$ cat src/rtl/spram_pkg.sv
// Shared types and widths for the 16-bit x 64K SPRAM arbiter.
// Latency: none (types and constants only).
// Backpressure: none.
package spram_pkg;

    localparam int SPRAM_AW = 17;
    localparam int SPRAM_DW = 16;
    localparam int SPRAM_MW = 4;

    typedef struct packed {
        logic                we;
        logic [SPRAM_AW-1:0] ai;
        logic [SPRAM_DW-1:0] vi;
        logic [SPRAM_MW-1:0] bmsk;
    } spram_req_t;

    typedef enum logic {
        ARB_IDLE,
        ARB_OWN
    } arb_st_e;

endpackage

$ cat src/rtl/spram16_arb_rr_pick.sv
// Round-robin priority picker: first unmasked request at or above ptr, wrapping modulo N.
// Latency: purely combinational.
// Backpressure: none; losers simply see no grant this cycle.
module rr_pick #(
    parameter int N  = 2,
    parameter int PW = $clog2(N)
) (
    input  logic [N-1:0]  req,
    input  logic [N-1:0]  mask,
    input  logic [PW-1:0] ptr,
    output logic [N-1:0]  gnt,
    output logic [PW-1:0] idx,
    output logic          hit
);

    always_comb begin : pick
        int j;
        j   = 0;
        gnt = '0;
        idx = '0;
        hit = 1'b0;
        for (int k = 0; k < N; k++) begin
            j = int'(ptr) + k;
            if (j >= N) begin
                j = j - N;
            end
            if (!hit && req[j] && !mask[j]) begin
                hit    = 1'b1;
                gnt[j] = 1'b1;
                idx    = PW'(j);
            end
        end
    end

endmodule

$ cat src/rtl/spram16_arb.sv
// Round-robin arbiter sharing one SPRAM port among NREQ requesters; SPRAM_ARB_LOCK_EN adds bus locking.
// Latency: grant and memory drive combinational; read data returns with rvld exactly one cycle later.
// Backpressure: a requester without gnt must hold its request; lock starves others for at most MAX_LOCK cycles.
module spram16_arb
    import spram_pkg::*;
#(
    parameter int NREQ     = 2,
    parameter int MAX_LOCK = 15
) (
    input  logic                           clk,
    input  logic                           rst,
    input  logic [NREQ-1:0]                req,
    input  logic [NREQ-1:0]                lock,
    input  logic [NREQ-1:0]                we,
    input  logic [NREQ-1:0][SPRAM_AW-1:0]  ai,
    input  logic [NREQ-1:0][SPRAM_DW-1:0]  vi,
    input  logic [NREQ-1:0][SPRAM_MW-1:0]  bmsk,
    output logic [NREQ-1:0]                gnt,
    output logic [NREQ-1:0]                rvld,
    output logic [SPRAM_DW-1:0]            vo,
    output logic                           m_we,
    output logic [SPRAM_AW-1:0]            m_ai,
    output logic [SPRAM_DW-1:0]            m_vi,
    output logic [SPRAM_MW-1:0]            m_bmsk,
    input  logic [SPRAM_DW-1:0]            m_vo
);

    localparam int PW = $clog2(NREQ);

    spram_req_t [NREQ-1:0] rq;
    spram_req_t            sel;
    logic [NREQ-1:0]       pick_gnt;
    logic [NREQ-1:0]       pick_mask;
    logic [PW-1:0]         pick_idx;
    logic                  pick_hit;
    logic                  granted;
    logic                  hold;
    logic [PW-1:0]         rr_ptr;
    logic [PW-1:0]         nxt_ptr;
    logic                  rd_pend;
    logic [PW-1:0]         rd_tag;

    always_comb begin
        for (int i = 0; i < NREQ; i++) begin
            rq[i] = '{we: we[i], ai: ai[i], vi: vi[i], bmsk: bmsk[i]};
        end
    end

    rr_pick #(
        .N  (NREQ),
        .PW (PW)
    ) u_pick (
        .req  (req),
        .mask (pick_mask),
        .ptr  (rr_ptr),
        .gnt  (pick_gnt),
        .idx  (pick_idx),
        .hit  (pick_hit)
    );

    // Held at idle during reset so the memory never sees a stray write.
    assign granted = pick_hit & ~rst;
    assign gnt     = granted ? pick_gnt : '0;
    assign sel     = granted ? rq[pick_idx] : '0;
    assign m_we    = sel.we;
    assign m_ai    = sel.ai;
    assign m_vi    = sel.vi;
    assign m_bmsk  = sel.bmsk;
    assign nxt_ptr = (pick_idx == PW'(NREQ - 1)) ? '0 : pick_idx + 1'b1;

    always_ff @(posedge clk or posedge rst) begin
        if (rst) begin
            rr_ptr  <= '0;
            rd_pend <= 1'b0;
            rd_tag  <= '0;
        end else begin
            rd_pend <= granted & ~sel.we;
            if (granted && !sel.we) begin
                rd_tag <= pick_idx;
            end
            if (granted && !hold) begin
                rr_ptr <= nxt_ptr;
            end
        end
    end

    always_comb begin
        rvld = '0;
        if (rd_pend) begin
            rvld[rd_tag] = 1'b1;
        end
    end

    assign vo = m_vo;

`ifdef SPRAM_ARB_LOCK_EN
    localparam int             CW   = $clog2(MAX_LOCK + 1);
    localparam logic [CW-1:0]  CMAX = CW'(MAX_LOCK);

    arb_st_e         st, st_n;
    logic [PW-1:0]   own, own_n;
    logic [CW-1:0]   lock_cnt, cnt_n;
    logic            bar, bar_n;
    logic [NREQ-1:0] own_oh;

    always_ff @(posedge clk or posedge rst) begin
        if (rst) begin
            st       <= ARB_IDLE;
            own      <= '0;
            lock_cnt <= '0;
            bar      <= 1'b0;
        end else begin
            st       <= st_n;
            own      <= own_n;
            lock_cnt <= cnt_n;
            bar      <= bar_n;
        end
    end

    // bar: the owner just hit the lock limit and sits out one turn if anyone else wants the bus.
    always_comb begin
        st_n      = st;
        own_n     = own;
        cnt_n     = lock_cnt;
        bar_n     = 1'b0;
        hold      = 1'b0;
        pick_mask = '0;
        own_oh    = '0;
        own_oh[own] = 1'b1;
        if (st == ARB_OWN) begin
            pick_mask = ~own_oh;
        end else if (bar && |(req & ~own_oh)) begin
            pick_mask = own_oh;
        end
        case (st)
            ARB_IDLE: begin
                if (granted && lock[pick_idx]) begin
                    own_n = pick_idx;
                    cnt_n = CW'(1);
                    if (cnt_n == CMAX) begin
                        bar_n = 1'b1;
                    end else begin
                        st_n = ARB_OWN;
                        hold = 1'b1;
                    end
                end
            end
            ARB_OWN: begin
                if (granted) begin
                    cnt_n = (lock_cnt == CMAX) ? CMAX : lock_cnt + 1'b1;
                end
                if (!lock[own] || !req[own] || cnt_n == CMAX) begin
                    st_n  = ARB_IDLE;
                    bar_n = granted && (cnt_n == CMAX);
                    cnt_n = '0;
                end else begin
                    hold = granted;
                end
            end
            default: begin
                st_n = ARB_IDLE;
            end
        endcase
    end
`else
    logic            unused_lock;
    localparam int   unused_max_lock = MAX_LOCK;

    assign pick_mask   = '0;
    assign hold        = 1'b0;
    assign unused_lock = ^lock;
`endif

endmodule

$ cat config.mk
export PLATFORM = sky130hd
export DESIGN_NAME = spram16_arb
export DESIGN_NICKNAME = d
export VERILOG_FILES = /design/src/rtl/spram_pkg.sv /design/src/rtl/spram16_arb_rr_pick.sv /design/src/rtl/spram16_arb.sv
export SDC_FILE = /design/constraint.sdc
export NUM_CORES = 1
export LEC_CHECK = 0
export CORE_MARGIN = 5
export CORE_UTILIZATION = 22
export CTS_CLUSTER_DIAMETER = 30
export CTS_CLUSTER_SIZE = 28
export DETAILED_ROUTE_END_ITERATION = 12
export GPL_ROUTABILITY_DRIVEN = 0
export PLACE_DENSITY = 0.81
export REMOVE_ABC_BUFFERS = 1
export SETUP_SLACK_MARGIN = 0.4
export SLEW_MARGIN = 25
export SYNTH_ARGS = -nofsm -noshare
export SYNTH_HDL_FRONTEND = slang
export SYNTH_SLANG_ARGS = --single-unit
$ cat constraint.sdc
create_clock -name clk -period 1.8 [get_ports clk]
set_input_delay 0.54 -clock clk [delete_from_list [all_inputs] [get_ports clk]]
set_output_delay 0.54 -clock clk [all_outputs]
set_load 0.005 [all_outputs]
==> metrics <==
WL final 6140 um; Die Span Y roughly 76 um; worst skew pair latency 0.22 ns; first-pass GRT wire length 8660 um; Root Buffer Master clkbuf_8; H-tree levels 1; CP peak stage delay ~0.17 ns; num ports 156; top cells by area, synth buf_4 (17%), a21oi_1 (17%), nand3_1 (17%); CTS sink count 3; crit path max fanout 11; area growth from synthesis to layout 174%; crit path DAT between 1.5 and 2 ns; cell taking the most area after synthesis buf_4; CP Class input port to primary output; total negative slack -10.34 ns; critical path startpoint category input port; top cells by count, synth a21oi_1 (32), nand3_1 (32), o21ai_0 (29), buf_4 (22), buf_2 (7); f_max 465 MHz; Yosys warning count 0; Post-synth top flop dfrtp_1; Pins Over Slew Limit 0; Worst setup EP type primary output; ANT cells 0; power per cell area about 390 nW/um^2; maximum vdd drop 267 uV; CTS tree built; failing checks negative setup slack; Final Cycle Share 119%; Seq cells post-synth 3; Design Area, Final about 2600 sq um; Non-Filler Instances between 300 and 400; placed cells 311; share of cells above drive strength 1 46.5%; buffers added on ports 121; Unique masters post-synth 24; leakage 1.14 nW; FFs w/ async S/R, synth 100%; clock-pin slew on the worst setup and hold paths 0.03 ns; cells along the critical path buf_8 > buf_6 > buf_4 > nand2b_4 > buf_12 > nand3_1 > a21oi_1 > buf_2; top cell type's share of synthesized area 17.4%; Post-Syn Instances between 150 and 200; worst rel slew slack 81.9%; RSZ-0062 raised after global routing yes; die outline area 5740 sq um; Initial Util between 20% and 30%; final setup fails 40; GRT Util Overall 19.6%; WL per Instance between 15 and 20 um; DR vias 1,756; CP max-delay cell a21oi_1; hold_ws 0.310 ns; initial antenna violation count 0; largest net degree at the start of global routing 19; Tmin final roughly 2.2 ns; outcome complete, but fails checks; EDFF count, synth 0; vias in the first global route 1,741; r2r worst-path depth 5; clock buffer depth 2; Synth Area per Inst approximately 6.1 sq um; worst slew pin tran 0.269 ns; Pwr Total 1.02 mW; Hold Fails Final Rpt 0; vias per cell roughly 5; initial DRC count 66; grt total ovfl 0; Post-CTS Hold Buffers 0; Hold/Removal Path Class input port to async pin; Worst Clk Skew 0.00217 ns; First-pass DRT Iterations 4; fin worst setup slack -0.350 ns; hpwl dp 3990 um; # rows 24; Die Width 75.7 um; Nets 396; Post-DP Area 2150 sq um; register area share after synthesis 7.89%; Num CTS Buffers 3; DRT antenna net count 0; Critical Path RT 1.26 ns; area of the mapped netlist between 900 and 1000 sq um; max_cap viols 0; DRC viols 0; Core Region between 4000 and 5000 sq um
==> layer usage <==
layer	share of wire (%)	vias up	track usage, %
met3	12	4	7.65
met4	0.85	0	4.08
li1	-	837	-
met5	0	-	0
met1	37	814	21.9
met2	50	101	35.2
==> state kept, by name (all words and copies together), names as in the netlist <==
name,flops
rr_ptr,1
rd_pend,1
rd_tag,1
==> report_power, final <==
part	internal, mW	total [mW]	switching, mW
clock network	0.152	0.204	0.0522
logic	0.447	0.726	0.279
registers	0.0778	0.0860	0.00820
total	0.677	1.02	0.340
==> metrics by stage <==
stage | setup slack [ns] | utilization [%]
after floorplan | -0.198 | -
after global placement | -0.994 | 50.5
after detailed placement | -1.00 | 50.5
after CTS | -0.343 | 57.7
after global routing | -0.367 | 61.2
final | -0.350 | 61.2
==> final cells by class <==
type | count | area [sq um]
clock buffer | 4 | 45.0
fill | 392 | 1660
tap | 52 | 65.1
multi-input combinational | 118 | 808
sequential | 3 | 75.1
timing repair buffer | 170 | 1610
inverter | 2 | 7.51
==> cells in the final DEF (no fill, tap or decap), types with 7 or more instances in the layout <==
cell,Yosys,final
nand3_1,32,24
a21oi_2,0,21
clkdlybuf4s50_1,0,76
buf_4,22,16
a21oi_1,32,11
buf_6,1,24
buf_2,7,41
o21ai_0,29,25
o21ai_1,4,7
nand3_2,0,8
==> worst max-delay path, delay by kind of cell <==
kind                   cells  cell delay [ns]
and+or+nand+nor            2             0.24
AOI/OAI and AO/OA          1             0.17
buffers and inverters      5             0.65
==> timing repair <==
item / 4_1_cts / 5_1_grt
setup buffers: 24 / 4
setup endpoints to repair: 45 / 45
gates cloned: 5 / 1
resized for setup: 238 / 28
pin swaps: 10 / 9
==> cell families (layout without fill, tap and decap cells) <==
logic type             count (synthesis)  after routing  synth area share (%)
AO/OA/AOI/OAI                         74             74                  42.5
buffers and inverters                 36            176                  24.7
flip-flops                             3              3                  7.89
AND/OR/NAND/NOR                       42             44                  24.9
==> worst paths after layout <==
check,end,startpoint,slack (ns)
max in group asynchronous,rd_tag,rst,1.40
worst max-delay path,m_we,req[0],-0.35
worst min register to register,rd_tag,rd_tag,0.67
worst max register to register,rd_pend,rr_ptr,0.50
min in group clk,rd_tag,rd_tag,0.67
worst min-delay path,rr_ptr,rst,0.31
(Power assumes the default switching activity.)
